## config.mk

```make
export PLATFORM = sky130hd
export DESIGN_NAME = ase_local_mem_avmm_tester
export DESIGN_NICKNAME = d
export VERILOG_FILES = /design/src/rtl/ase_local_mem_avmm_tester.sv
export SDC_FILE = /design/constraint.sdc
export NUM_CORES = 1
export LEC_CHECK = 0
export ABC_CLOCK_PERIOD_IN_PS = 4950
export BUFFER_PORTS_ARGS = -buffer_cell sky130_fd_sc_hd__buf_2
export CORE_AREA = 2 2 469 471
export DETAILED_ROUTE_END_ITERATION = 6
export DIE_AREA = 0 0 471 473
export GPL_TIMING_DRIVEN = 0
export REMOVE_ABC_BUFFERS = 1
export SLEW_MARGIN = 20
export SYNTH_ARGS = -nofsm -noshare
export SYNTH_HDL_FRONTEND = slang
export SYNTH_SLANG_ARGS = --single-unit
```

## constraint.sdc

```tcl
create_clock -name clk -period 4.95 [get_ports clk]
set_clock_uncertainty 0.05 [all_clocks]
set_input_delay 0.99 -clock clk [delete_from_list [all_inputs] [get_ports clk]]
set_output_delay 0.99 -clock clk [all_outputs]
set_load 0.01 [all_outputs]
```

## src/rtl/ase_local_mem_avmm_tester.sv

```systemverilog
// Avalon-MM local-memory tester: writes num_bursts seeded bursts, reads them back, counts bad beats.
// Optional macro ASE_LOCAL_MEM_TESTER_STOP_ON_ERR_EN: end the test after the burst holding the first mismatch.
module ase_local_mem_avmm_tester #(
  parameter int ADDR_WIDTH      = 27,
  parameter int DATA_WIDTH      = 512,
  parameter int BURST_CNT_WIDTH = 7,
  parameter int BURST_LEN       = 4
) (
  input  logic                       clk,
  input  logic                       reset_n,
  input  logic                       start,
  input  logic [15:0]                num_bursts,
  input  logic [ADDR_WIDTH-1:0]      base_addr,
  input  logic [31:0]                seed,
  output logic                       busy,
  output logic                       done,
  output logic                       pass,
  output logic [15:0]                err_count,
  output logic [ADDR_WIDTH-1:0]      avm_address,
  output logic [BURST_CNT_WIDTH-1:0] avm_burstcount,
  output logic                       avm_write,
  output logic                       avm_read,
  output logic [DATA_WIDTH-1:0]      avm_writedata,
  output logic [DATA_WIDTH/8-1:0]    avm_byteenable,
  input  logic                       avm_waitrequest,
  input  logic [DATA_WIDTH-1:0]      avm_readdata,
  input  logic                       avm_readdatavalid
);

`ifdef ASE_LOCAL_MEM_TESTER_STOP_ON_ERR_EN
  localparam bit STOP_ON_ERR = 1'b1;
`else
  localparam bit STOP_ON_ERR = 1'b0;
`endif

  localparam logic [BURST_CNT_WIDTH-1:0] BURST_CNT = BURST_CNT_WIDTH'(BURST_LEN);
  localparam logic [BURST_CNT_WIDTH-1:0] LAST_BEAT = BURST_CNT_WIDTH'(BURST_LEN - 1);
  localparam logic [ADDR_WIDTH-1:0]      ADDR_STEP = ADDR_WIDTH'(BURST_LEN);

  typedef enum logic [2:0] {IDLE, WR, RD_CMD, RD_DATA, FIN} state_e;

  function automatic logic [DATA_WIDTH-1:0] beat_pattern(input logic [31:0] g,
                                                         input logic [31:0] s);
    logic [DATA_WIDTH-1:0] p;
    for (int i = 0; i < DATA_WIDTH/32; i++) p[32*i +: 32] = g ^ s;
    return p;
  endfunction

  state_e                     state_q, state_d;
  logic [15:0]                burst_q, burst_d;
  logic [BURST_CNT_WIDTH-1:0] beat_q, beat_d;
  logic [31:0]                g_q, g_d;
  logic [15:0]                num_bursts_q, num_bursts_d;
  logic [ADDR_WIDTH-1:0]      base_q, base_d;
  logic [31:0]                seed_q, seed_d;
  logic [15:0]                err_q, err_d;
  logic                       pass_q, pass_d;
  logic                       done_q, done_d;
  logic                       busy_q, busy_d;
  logic                       stop_q, stop_d;
  logic [ADDR_WIDTH-1:0]      addr_q, addr_d;
  logic [BURST_CNT_WIDTH-1:0] bcnt_q, bcnt_d;
  logic                       write_q, write_d;
  logic                       read_q, read_d;
  logic [DATA_WIDTH-1:0]      wdata_q, wdata_d;

  logic        last_beat, last_burst, mismatch, unexpected, enter_fin, clear_err;
  logic [15:0] err_base;

  always_comb begin
    // NOTE: every signal driven here gets a default first, so no path can infer a latch.
    state_d      = state_q;
    burst_d      = burst_q;
    beat_d       = beat_q;
    g_d          = g_q;
    num_bursts_d = num_bursts_q;
    base_d       = base_q;
    seed_d       = seed_q;
    pass_d       = pass_q;
    done_d       = 1'b0;
    busy_d       = busy_q;
    stop_d       = stop_q;
    addr_d       = addr_q;
    bcnt_d       = bcnt_q;
    write_d      = write_q;
    read_d       = read_q;
    wdata_d      = wdata_q;
    mismatch     = 1'b0;
    enter_fin    = 1'b0;
    clear_err    = 1'b0;
    last_beat    = (beat_q == LAST_BEAT);
    last_burst   = (burst_q == num_bursts_q - 16'd1);
    unexpected   = avm_readdatavalid && (state_q != RD_DATA);

    unique case (state_q)
      IDLE: begin
        if (start) begin
          num_bursts_d = num_bursts;
          base_d       = base_addr;
          seed_d       = seed;
          burst_d      = '0;
          beat_d       = '0;
          g_d          = '0;
          stop_d       = 1'b0;
          pass_d       = 1'b0;
          clear_err    = 1'b1;
          if (num_bursts == 16'd0) begin
            enter_fin = 1'b1;
          end else begin
            state_d = WR;
            busy_d  = 1'b1;
            write_d = 1'b1;
            addr_d  = base_addr;
            bcnt_d  = BURST_CNT;
            wdata_d = beat_pattern(32'd0, seed);
          end
        end
      end
      WR: begin
        if (!avm_waitrequest) begin
          g_d     = g_q + 32'd1;
          wdata_d = beat_pattern(g_q + 32'd1, seed_q);
          if (last_beat) begin
            beat_d = '0;
            if (last_burst) begin
              // Reads replay the same address sequence with the beat index restarted.
              state_d = RD_CMD;
              write_d = 1'b0;
              read_d  = 1'b1;
              addr_d  = base_q;
              burst_d = '0;
              g_d     = '0;
            end else begin
              burst_d = burst_q + 16'd1;
              addr_d  = addr_q + ADDR_STEP;
            end
          end else begin
            beat_d = beat_q + BURST_CNT_WIDTH'(1);
          end
        end
      end
      RD_CMD: begin
        if (!avm_waitrequest) begin
          state_d = RD_DATA;
          read_d  = 1'b0;
          beat_d  = '0;
        end
      end
      RD_DATA: begin
        if (avm_readdatavalid) begin
          g_d      = g_q + 32'd1;
          mismatch = (avm_readdata != beat_pattern(g_q, seed_q));
          if (STOP_ON_ERR && mismatch) stop_d = 1'b1;
          if (last_beat) begin
            beat_d = '0;
            if (last_burst || (STOP_ON_ERR && (stop_q || mismatch))) begin
              enter_fin = 1'b1;
            end else begin
              state_d = RD_CMD;
              read_d  = 1'b1;
              burst_d = burst_q + 16'd1;
              addr_d  = addr_q + ADDR_STEP;
            end
          end else begin
            beat_d = beat_q + BURST_CNT_WIDTH'(1);
          end
        end
      end
      FIN: begin
        state_d = IDLE;
      end
      default: state_d = IDLE;
    endcase

    err_base = clear_err ? 16'd0 : err_q;
    err_d    = ((mismatch || unexpected) && (err_base != 16'hFFFF)) ? err_base + 16'd1
                                                                     : err_base;
    if (enter_fin) begin
      state_d = FIN;
      busy_d  = 1'b0;
      done_d  = 1'b1;
      pass_d  = (err_d == 16'd0);
    end
  end

  // NOTE: sequential state uses non-blocking assignments only; every flop, including the
  // wide writedata register, is cleared by the asynchronous reset so outputs are defined at once.
  always_ff @(posedge clk or negedge reset_n) begin
    if (!reset_n) begin
      state_q      <= IDLE;
      burst_q      <= '0;
      beat_q       <= '0;
      g_q          <= '0;
      num_bursts_q <= '0;
      base_q       <= '0;
      seed_q       <= '0;
      err_q        <= '0;
      pass_q       <= 1'b0;
      done_q       <= 1'b0;
      busy_q       <= 1'b0;
      stop_q       <= 1'b0;
      addr_q       <= '0;
      bcnt_q       <= '0;
      write_q      <= 1'b0;
      read_q       <= 1'b0;
      wdata_q      <= '0;
    end else begin
      state_q      <= state_d;
      burst_q      <= burst_d;
      beat_q       <= beat_d;
      g_q          <= g_d;
      num_bursts_q <= num_bursts_d;
      base_q       <= base_d;
      seed_q       <= seed_d;
      err_q        <= err_d;
      pass_q       <= pass_d;
      done_q       <= done_d;
      busy_q       <= busy_d;
      stop_q       <= stop_d;
      addr_q       <= addr_d;
      bcnt_q       <= bcnt_d;
      write_q      <= write_d;
      read_q       <= read_d;
      wdata_q      <= wdata_d;
    end
  end

  assign busy           = busy_q;
  assign done           = done_q;
  assign pass           = pass_q;
  assign err_count      = err_q;
  assign avm_address    = addr_q;
  assign avm_burstcount = bcnt_q;
  assign avm_write      = write_q;
  assign avm_read       = read_q;
  assign avm_writedata  = wdata_q;
  assign avm_byteenable = '1;

endmodule

```

==> results of run 1 <==
[power by group]
group	total, W	internal, W	switching [W]
registers	0.00363	0.00222	0.00141
clock network	0.00212	0.00127	0.000850
logic	0.00992	0.00374	0.00618
total	0.0157	0.00722	0.00844
[worst paths after layout]
check	to	slack [ns]
setup / recovery	pass	-0.26
hold / removal	base_q[21]	0.33
setup reg to reg	pass	-0.26
hold reg to reg	avm_burstcount[2]	0.42
max in group asynchronous	avm_writedata[485]	3.64
min in group clk	avm_burstcount[2]	0.42
[Yosys cell counts, types with 28 or more instances]
master / count
a211oi_1: 28
mux2i_1: 36
dfrtp_1: 214
nor2_1: 224
buf_4: 550
nand3_1: 65
a21oi_1: 111
and3_1: 40
xor2_1: 83
nand4_1: 58
nor3_1: 35
o22ai_1: 40
nand2_1: 438
clkbuf_1: 105
o21ai_0: 138
xnor2_1: 199
nor4_1: 51
[worst max-delay path, delay by kind of cell (launching register included)]
family,cells,cell delay (ns)
buf+inv,5,0.88
simple gates,7,2.29
flops,1,0.48
xor+xnor,2,0.51
compound gates,3,0.86
[cells by family after synthesis]
kind of cell	after synthesis	share of synthesized area
AO/OA/AOI/OAI	512	0.155
XOR/XNOR	291	0.125
adder cells (fa/ha/maj)	6	0.00355
buffers and inverters	705	0.224
flip-flops	214	0.253
multiplexers	41	0.0197
other	2	0.000355
AND/OR/NAND/NOR	1012	0.220
[what timing repair did]
| action | 4_1_cts | 5_1_grt |
|---|---|---|
| setup buffers | 11 | 7 |
| pin swaps | 18 | 12 |
| resized for setup | 36 | 23 |
| setup endpoints to repair | 46 | 37 |
| gates cloned | 0 | 0 |
| endpoints found under the hold margin | 0 | 0 |
[per-layer routing]
| layer | routed length [µm] | GRT usage | share of wire |
|---|---|---|---|
| met3 | 15100 | 0.0406 | 0.084 |
| met5 | 391 | 0.000216 | 0.0022 |
| met4 | 11300 | 0.0753 | 0.063 |
| met2 | 85800 | 0.264 | 0.48 |
| met1 | 67500 | 0.172 | 0.37 |
[flip-flops by register name, indices dropped and copies added, names as in the netlist]
name,flops
avm_writedata,32
avm_read,1
seed_q,32
done,1
state_q,3
err_count,16
burst_q,16
pass,1
beat_q,7
num_bursts_q,16
avm_write,1
base_q,27
busy,1
avm_address,27
g_q,32
avm_burstcount,1
[metrics by stage]
stage	utilization	TNS, ns	power [W]	cells
global route	0.137	-0.310	0.0165	6400
floorplan	-	-0.297	0.00683	2173
detailed placement	0.130	-14.12	0.0135	6313
CTS	0.136	-0.429	0.0158	6374
finish	0.137	-0.263	0.0157	6426
global placement	0.120	-696.28	0.0125	6196
[layout make-up]
| type | count | area share |
|---|---|---|
| flip-flops and latches | 214 | 0.180 |
| inverters | 27 | 0.00339 |
| multi-input cells | 1932 | 0.409 |
| diodes | 45 | 0.00377 |
| clock buffers | 36 | 0.0261 |
| well taps | 2871 | 0.120 |
| clock inverters | 14 | 0.00565 |
| repair buffers | 1287 | 0.252 |
==> impl_metrics.json, run 1 <==
{
  "min_period_over_period": 1.05,
  "final_cell_mix": "1152 x buf_2, 434 x nand2_1, 218 x nor2_1",
  "fill_cells": 25319,
  "relSlewSlack": 0.197,
  "fin_crit_ns": 5.21,
  "multiInputGateArea_um2": 12200,
  "cp.required_ns": 5.39,
  "yosysTopAreaCellShare": 0.253,
  "worstPathCellList": "xnor2_4 -> buf_6 -> buf_6 -> o22ai_1 -> a211oi_4 -> nand4_1 -> or4_1 -> or4_4 -> nor4_4 -> buf_8 -> buf_6 -> buf_4 -> nor3_1 -> xnor2_1 -> nor2_1 -> or4_1 -> o21ai_1",
  "worst_slack_ns": -0.263,
  "violations": "DRC, setup timing",
  "fp.dieH_um": 473,
  "synth_seq_area_share": 0.253,
  "fin_area_um2": 29900,
  "fmax_mhz": 192,
  "synth_ff_type": "dfrtp_1",
  "die_area_um2": 223000,
  "critPathMaxStageDelay_ns": 0.60,
  "synth_edf_count": 0,
  "yosysWarnings": 0,
  "core-area_um2": 218000,
  "drt_pass1_iterations": 7,
  "ir_drop_mv": 0.323,
  "rows": 172,
  "reg2reg_from": "seed_q[1]",
  "critPathMaxFanout": 7,
  "rsz0062_at_grt": "yes",
  "drv_slew": 0,
  "grt_pass1_wl_mm": 222,
  "drt_iter0_drc": 2164,
  "pre_cts_ws_ns": -1.23,
  "power.leakage_nw": 13.9,
  "syn_area_per_cell_um2": 7.61,
  "syn_area_um2": 21200,
  "endpoint_kind": "flip-flop",
  "drcViolationCount": 3,
  "final_common_cell": "buf_2",
  "die_x_um": 471,
  "p_per_area_nw_per_um2": 524,
  "io_pins": 1223,
  "insertion_delay_ns": 0.57,
  "initial_core_util": 0.0970,
  "synth.largest_area_cell": "dfrtp_1",
  "critical-path-slowest-cell": "or4_4",
  "viasPerCell": 3.72,
  "wl_mm": 180,
  "gr-total-overflow": 0,
  "cts_buffer_depth": 3,
  "drive_above_1_share": 0.417,
  "final_net_count": 4087,
  "grt_pass1_vias": 21086,
  "place_hpwl_mm": 156,
  "status": "complete, but fails checks",
  "syn2layout_area_growth_pct": 41.2,
  "root_buffer": "clkbuf_16",
  "cts_sinks": 214,
  "yosys-top-cells-area": "dfrtp_1 25%, buf_4 20%, xnor2_1 8.2%",
  "netlist_instances": 2783,
  "gp_congestion": 0.935,
  "tightest_slew_ns": 1.19,
  "io_buffers": 1152,
  "antenna_found_initial": 133,
  "start_kind": "flip-flop",
  "placed_cell_area_um2": 28300,
  "gr-usage-all-layers": 0.153,
  "grt_max_degree": 88,
  "setup.worst_path.start": "seed_q[1]",
  "numCtsBuffers": 27,
  "vias": 23926,
  "clk_pin_slew_ns": 0.06,
  "finalHoldViolCount": 0,
  "htree_levels": 1,
  "hold_path_class": "in -> async",
  "hold_buffers": 0,
  "cap_violations": 0,
  "whs_ns": 0.335,
  "arrival_ns": 5.65,
  "async_reset_ff_frac": 1.00,
  "finalSetupViolations": 1,
  "seqCellArea_um2": 5380,
  "reg2reg_depth": 17,
  "postRouteAntennaNets": 0,
  "synthDistinctLibCells": 72,
  "cts_tree": "done",
  "path_class": "reg -> reg",
  "ys_ff_latch": 214,
  "drt-wirelength-per-cell_um": 28.0,
  "crit_top_cell": "buf_6"
}
Power figures use the tool's default switching activity.
==> run 2, diff against run 1 <==
--- a/config.mk
+++ b/config.mk
@@ -7,10 +7,13 @@
 export LEC_CHECK = 0
 export ABC_CLOCK_PERIOD_IN_PS = 4950
 export BUFFER_PORTS_ARGS = -buffer_cell sky130_fd_sc_hd__buf_2
-export CORE_AREA = 2 2 469 471
+export CELL_PAD_IN_SITES_DETAIL_PLACEMENT = 2
+export CELL_PAD_IN_SITES_GLOBAL_PLACEMENT = 2
+export CORE_AREA = 2 2 476 478
 export DETAILED_ROUTE_END_ITERATION = 6
-export DIE_AREA = 0 0 471 473
+export DIE_AREA = 0 0 478 480
 export GPL_TIMING_DRIVEN = 0
+export PLACE_DENSITY_LB_ADDON = 0.1
 export REMOVE_ABC_BUFFERS = 1
 export SLEW_MARGIN = 20
 export SYNTH_ARGS = -nofsm -noshare
==> run 2 against run 1 <==
Net effect:
- the run ends with setup timing left
- sequential share of layout area decreased by 0.33 points
- clock power increased by 20%
- total power increased by 1.1%
- first-iteration DRC count decreased by 54%
- critical path depth decreased by 3
- cell area increased by 2.0%
- wire length increased by 9.0%
- sequential cell count unchanged
- largest cell class unchanged
==> impl_metrics.json, run 2 (synthesis results as in run 1) <==
{
  "htree_levels": 2,
  "critPathMaxStageDelay_ns": 0.77,
  "insertion_delay_ns": 0.60,
  "vias": 23285,
  "io_pins": 1223,
  "whs_ns": 0.219,
  "arrival_ns": 5.88,
  "worst_slack_ns": -0.446,
  "path_class": "reg -> reg",
  "gr-total-overflow": 0,
  "drive_above_1_share": 0.424,
  "drt_iter0_drc": 986,
  "antenna_found_initial": 147,
  "ir_drop_mv": 0.206,
  "cts_buffer_depth": 3,
  "finalHoldViolCount": 0,
  "worst-path-buf-inv": 3,
  "cts_sinks": 214,
  "cp.required_ns": 5.43,
  "power_w": 0.0158,
  "hold_path_class": "in -> async",
  "finalSetupViolations": 1,
  "clk_pin_slew_ns": 0.06,
  "rows": 174,
  "place_hpwl_mm": 169,
  "fmax_mhz": 185,
  "tightest_slew_ns": 1.20,
  "gp_congestion": 0.805,
  "rsz0062_at_grt": "yes",
  "cap_violations": 0,
  "drt-wirelength-per-cell_um": 29.9,
  "syn2layout_area_growth_pct": 44.0,
  "wl_mm": 196,
  "worstPathCellList": "xnor2_2 -> buf_6 -> buf_8 -> a211oi_4 -> nand4_1 -> nor4_4 -> nand4_1 -> nor4_4 -> clkbuf_16 -> nor2_4 -> mux2i_1 -> or4_1 -> a2111o_1 -> o21ai_2",
  "status": "complete, but fails checks",
  "power.leakage_nw": 14.1,
  "swShare": 0.530,
  "relSlewSlack": 0.199,
  "power_frac_comb": 0.622,
  "die_area_um2": 229000,
  "grt_max_degree": 69,
  "grt_pass1_vias": 24484,
  "core-area_um2": 224000,
  "switchingPower_w": 0.00839,
  "cts_tree": "done",
  "gr-usage-all-layers": 0.163,
  "cp_top_family": "simple AND/OR/NAND/NOR gates",
  "io_buffers": 1152,
  "initial_core_util": 0.0945,
  "endpoint_kind": "flip-flop",
  "drv_slew": 0,
  "power_frac_seq": 0.217,
  "clkPwrFrac": 0.161,
  "viasPerCell": 3.54,
  "utilization": 0.136,
  "final_cell_mix": "1149 x buf_2, 434 x nand2_1, 217 x nor2_1",
  "drt_pass1_iterations": 4,
  "fp.dieH_um": 480,
  "critical-path-slowest-cell": "nand4_1",
  "fin_crit_ns": 5.40,
  "violations": "setup timing",
  "die_x_um": 478,
  "final_common_cell": "buf_2",
  "p_per_area_nw_per_um2": 519,
  "critPathMaxFanout": 8,
  "root_buffer": "clkbuf_16",
  "grt_pass1_wl_mm": 252,
  "final_net_count": 4117,
  "drcViolationCount": 0,
  "start_kind": "flip-flop",
  "numCtsBuffers": 35,
  "min_period_over_period": 1.09,
  "postRouteAntennaNets": 0,
  "internal_power_w": 0.00744
}
run 2: what timing repair did:
item	CTS	global route
cloned	0	2
pin swaps	22	34
buffers inserted	26	23
gates resized for setup	69	42
hold buffers	0	0
setup endpoints to repair	76	18
run 2: routing by layer:
layer,vias to the layer above,global-route usage,part of all wire
li1,10506,-,-
met1,11445,0.186,0.39
met2,970,0.299,0.51
met3,298,0.0392,0.060
met4,66,0.0452,0.032
met5,-,0,0.0021
run 2: metrics by stage:
stage	std cells	worst slack (ns)	area (µm²)	TNS (ns)
2_1_floorplan	2173	-0.297	16800	-0.297
3_3_place_gp	6317	-7.38	26300	-1206.62
3_5_place_dp	6426	-1.77	28300	-19.69
4_1_cts	6511	-0.421	30000	-0.421
5_1_grt	6544	-0.368	30400	-0.441
6_report	6569	-0.446	30500	-0.446
run 2: path summary, 6_finish.rpt:
check / depth (start not counted) / end / from / slack, ns
max: 14 / pass / g_q[19] / -0.45
min: 1 / base_q[1] / reset_n / 0.22
max reg2reg: 14 / pass / g_q[19] / -0.45
min reg2reg: 2 / base_q[11] / base_q[11] / 0.42
max in group asynchronous: 3 / seed_q[15] / reset_n / 3.47
min in group clk: 2 / base_q[11] / base_q[11] / 0.42
run 2: cell type report:
cell class,instances,area [µm²]
Antenna cell,33,82.6
Clock buffer,56,1080
Clock inverter,6,45.0
Fill cell,26312,194000
Inverter,27,101
Multi-Input combinational cell,1934,12300
Sequential cell,214,5380
Tap cell,2992,3740
Timing Repair Buffer,1307,7700
run 2: power groups by stage:
stage	registers, W	clock network (W)	logic [W]
after floorplan	0.00396	0	0.00287
after global placement	0.00344	0	0.00908
after detailed placement	0.00351	0	0.00976
after CTS	0.00351	0.00272	0.00998
after global routing	0.00364	0.00275	0.0106
final	0.00344	0.00254	0.00985
==> run 3, diff against run 2 <==
--- a/config.mk
+++ b/config.mk
@@ -5,13 +5,14 @@
 export SDC_FILE = /design/constraint.sdc
 export NUM_CORES = 1
 export LEC_CHECK = 0
+export ABC_AREA = 1
 export ABC_CLOCK_PERIOD_IN_PS = 4950
 export BUFFER_PORTS_ARGS = -buffer_cell sky130_fd_sc_hd__buf_2
 export CELL_PAD_IN_SITES_DETAIL_PLACEMENT = 2
 export CELL_PAD_IN_SITES_GLOBAL_PLACEMENT = 2
-export CORE_AREA = 2 2 476 478
+export CORE_AREA = 2 2 483 485
 export DETAILED_ROUTE_END_ITERATION = 6
-export DIE_AREA = 0 0 478 480
+export DIE_AREA = 0 0 485 487
 export GPL_TIMING_DRIVEN = 0
 export PLACE_DENSITY_LB_ADDON = 0.1
 export REMOVE_ABC_BUFFERS = 1
==> run 3 against run 2 <==
Net effect:
- the flow now finishes without violations
- count of clock-buffer cells in the layout is 2 higher
- utilization is 1.4 points higher
- area after synthesis is 30% higher
- fmax is 18% higher
- wire length is 18% higher
- critical path depth is 8 higher
- register-to-register slack better by 0.83 ns
- first-iteration DRC count is 42% higher
- clock power is 6% higher
- setup slack better by 0.83 ns
- sequential power is 10% higher
==> impl_metrics.json, run 3 <==
{
  "fin_area_um2": 34700,
  "io_buffers": 1152,
  "synthDistinctLibCells": 44,
  "hold_buffers": 0,
  "gp_congestion": 0.789,
  "whs_ns": 0.226,
  "synth.most_common_cell": "nand2_1",
  "status": "finished clean",
  "drv_slew": 0,
  "cts_buffer_depth": 3,
  "htree_levels": 2,
  "cap_violations": 0,
  "drt_iter0_drc": 1397,
  "yosysWarnings": 0,
  "postRouteAntennaNets": 0,
  "rsz0062_at_grt": "no",
  "numCtsBuffers": 36,
  "synth_edf_count": 0,
  "finalSetupViolations": 0,
  "drcViolationCount": 0,
  "yosys-top-cells-area": "nand2_1 29%, dfrtp_1 19%, buf_4 16%",
  "core-area_um2": 231000,
  "grt_max_degree": 99,
  "fin_crit_ns": 4.57,
  "cts_sinks": 214,
  "rows": 177,
  "drt_pass1_iterations": 6,
  "fmax_mhz": 219,
  "hold_path_class": "in -> async",
  "yosysTopAreaCellShare": 0.290,
  "start_kind": "flip-flop",
  "power.leakage_nw": 20.3,
  "drt-wirelength-per-cell_um": 26.5,
  "die_area_um2": 236000,
  "initial_core_util": 0.119,
  "synth.largest_area_cell": "nand2_1",
  "root_buffer": "clkbuf_16",
  "grt_pass1_vias": 34243,
  "cp.required_ns": 5.36,
  "gr-total-overflow": 0,
  "p_per_area_nw_per_um2": 623,
  "wl_mm": 232,
  "final_net_count": 6244,
  "placed_cell_area_um2": 33400,
  "gr-usage-all-layers": 0.190,
  "final_common_cell": "nand2_1",
  "vias": 33288,
  "synth_commonest_cells": "2136 x nand2_1, 853 x inv_1, 585 x buf_4, 319 x nor2_1, 214 x dfrtp_1",
  "syn_area_um2": 27600,
  "viasPerCell": 3.80,
  "endpoint_kind": "flip-flop",
  "die_x_um": 485,
  "syn2layout_area_growth_pct": 25.7,
  "cts_setup_buffers": 0,
  "critPathMaxFanout": 18,
  "syn_area_per_cell_um2": 5.49,
  "grt_pass1_wl_mm": 306,
  "arrival_ns": 4.98,
  "netlist_instances": 5029,
  "cts_tree": "done",
  "async_reset_ff_frac": 1.00,
  "ir_drop_mv": 0.200,
  "min_period_over_period": 0.923,
  "path_class": "reg -> reg",
  "final_cell_mix": "2110 x nand2_1, 1151 x buf_2, 851 x inv_1",
  "relSlewSlack": 0.208,
  "insertion_delay_ns": 0.58,
  "reg2reg_depth": 22,
  "ys_ff_latch": 214,
  "synth_seq_area_share": 0.194,
  "fp.dieH_um": 487,
  "drive_above_1_share": 0.246,
  "finalHoldViolCount": 0,
  "clk_pin_slew_ns": 0.06,
  "antenna_found_initial": 245,
  "tightest_slew_ns": 1.19,
  "place_hpwl_mm": 190,
  "synth_ff_type": "dfrtp_1",
  "io_pins": 1223
}
run 3: changes by cell type after synthesis, sizes merged, moves of 61 or more:
cell / previous run / this run
nand2: 438 / 2192
buf: 572 / 633
nand3: 65 / 162
xnor2: 201 / 12
nor2: 224 / 324
clkbuf: 106 / 38
inv: 27 / 895
run 3: what timing repair did:
action / CTS / global route
pin swaps: 0 / 0
setup endpoints to repair: 1 / 18
endpoints found under the hold margin: 0 / 0
gates resized for setup: 3 / 6
run 3: cell families (layout without fill, tap and decap cells):
logic type / Yosys count / after routing / synth area share
and+or+nand+nor: 2837 / 2837 / 0.415
buffers and inverters: 1572 / 2148 / 0.297
AOI/OAI and AO/OA: 290 / 290 / 0.0567
DFF: 214 / 214 / 0.194
xor gates and xnor gates: 106 / 106 / 0.0336
adders and majority gates: 6 / 6 / 0.00272
other: 2 / 111 / 0.000272
muxes: 2 / 2 / 0.000815
run 3: stage by stage:
step	util	cells	setup slack, ns	total power, W	TNS [ns]
after global routing	0.150	8722	0.0411	0.0236	0
after CTS	0.149	8715	0.0822	0.0224	0
after global placement	0.141	8621	-4.79	0.0189	-906.77
after detailed placement	0.144	8650	-0.141	0.0195	-0.141
final	0.150	8757	0.380	0.0216	0
after floorplan	-	4426	1.04	0.00999	0
run 3: where the power goes:
group          internal [W]  switching, W  leakage [nW]
Clock               0.00162       0.00108         0.598
Sequential          0.00235       0.00144          2.71
Combinational       0.00434        0.0108          16.9
Total               0.00830        0.0133          20.3
run 3: worst paths after layout:
path / startpoint / to / slack, ns
worst max-delay path: g_q[1] / pass / 0.38
worst min-delay path: reset_n / base_q[6] / 0.23
worst max register to register: g_q[1] / pass / 0.38
worst min register to register: base_q[23] / base_q[23] / 0.43
max in group asynchronous: reset_n / avm_writedata[494] / 3.49
min in group clk: base_q[23] / base_q[23] / 0.43
run 3: final cells by class:
type / instances / area, µm²
antenna: 41 / 103
inverter: 901 / 3390
clock inverter: 7 / 67.6
timing repair buffer: 1182 / 6400
sequential: 214 / 5360
tap: 3043 / 3810
multi-input combinational: 3311 / 14500
fill: 28460 / 197000
clock buffer: 58 / 1130
run 3: per-layer routing:
layer  global-route usage  vias up  share of wire
met2                0.342     1269           0.49
met1                0.231    15952           0.42
met3               0.0458      407          0.063
met5                    0        -         0.0029
li1                     -    15558              -
met4               0.0309      102          0.020
run 3: critical path, cell delays in order, from the launching register on:
cell and delay (ns):
dfrtp_1 0.43, inv_2 0.13, nand2_1 0.22, nand2_2 0.69, nand2_1 0.10, nand2_1 0.30, nand2_1 0.13, nor2_1 0.17
nand2_1 0.09, nor2_1 0.10, nand2_1 0.10, nor2_1 0.12, nand2_1 0.17, nor2_1 0.28, nand2_2 0.42, nand2_4 0.39
nand2_1 0.09, nand2_1 0.10, nor2_1 0.05, nand2_1 0.09, nor2_1 0.08, nand2_1 0.08, nand2_1 0.05
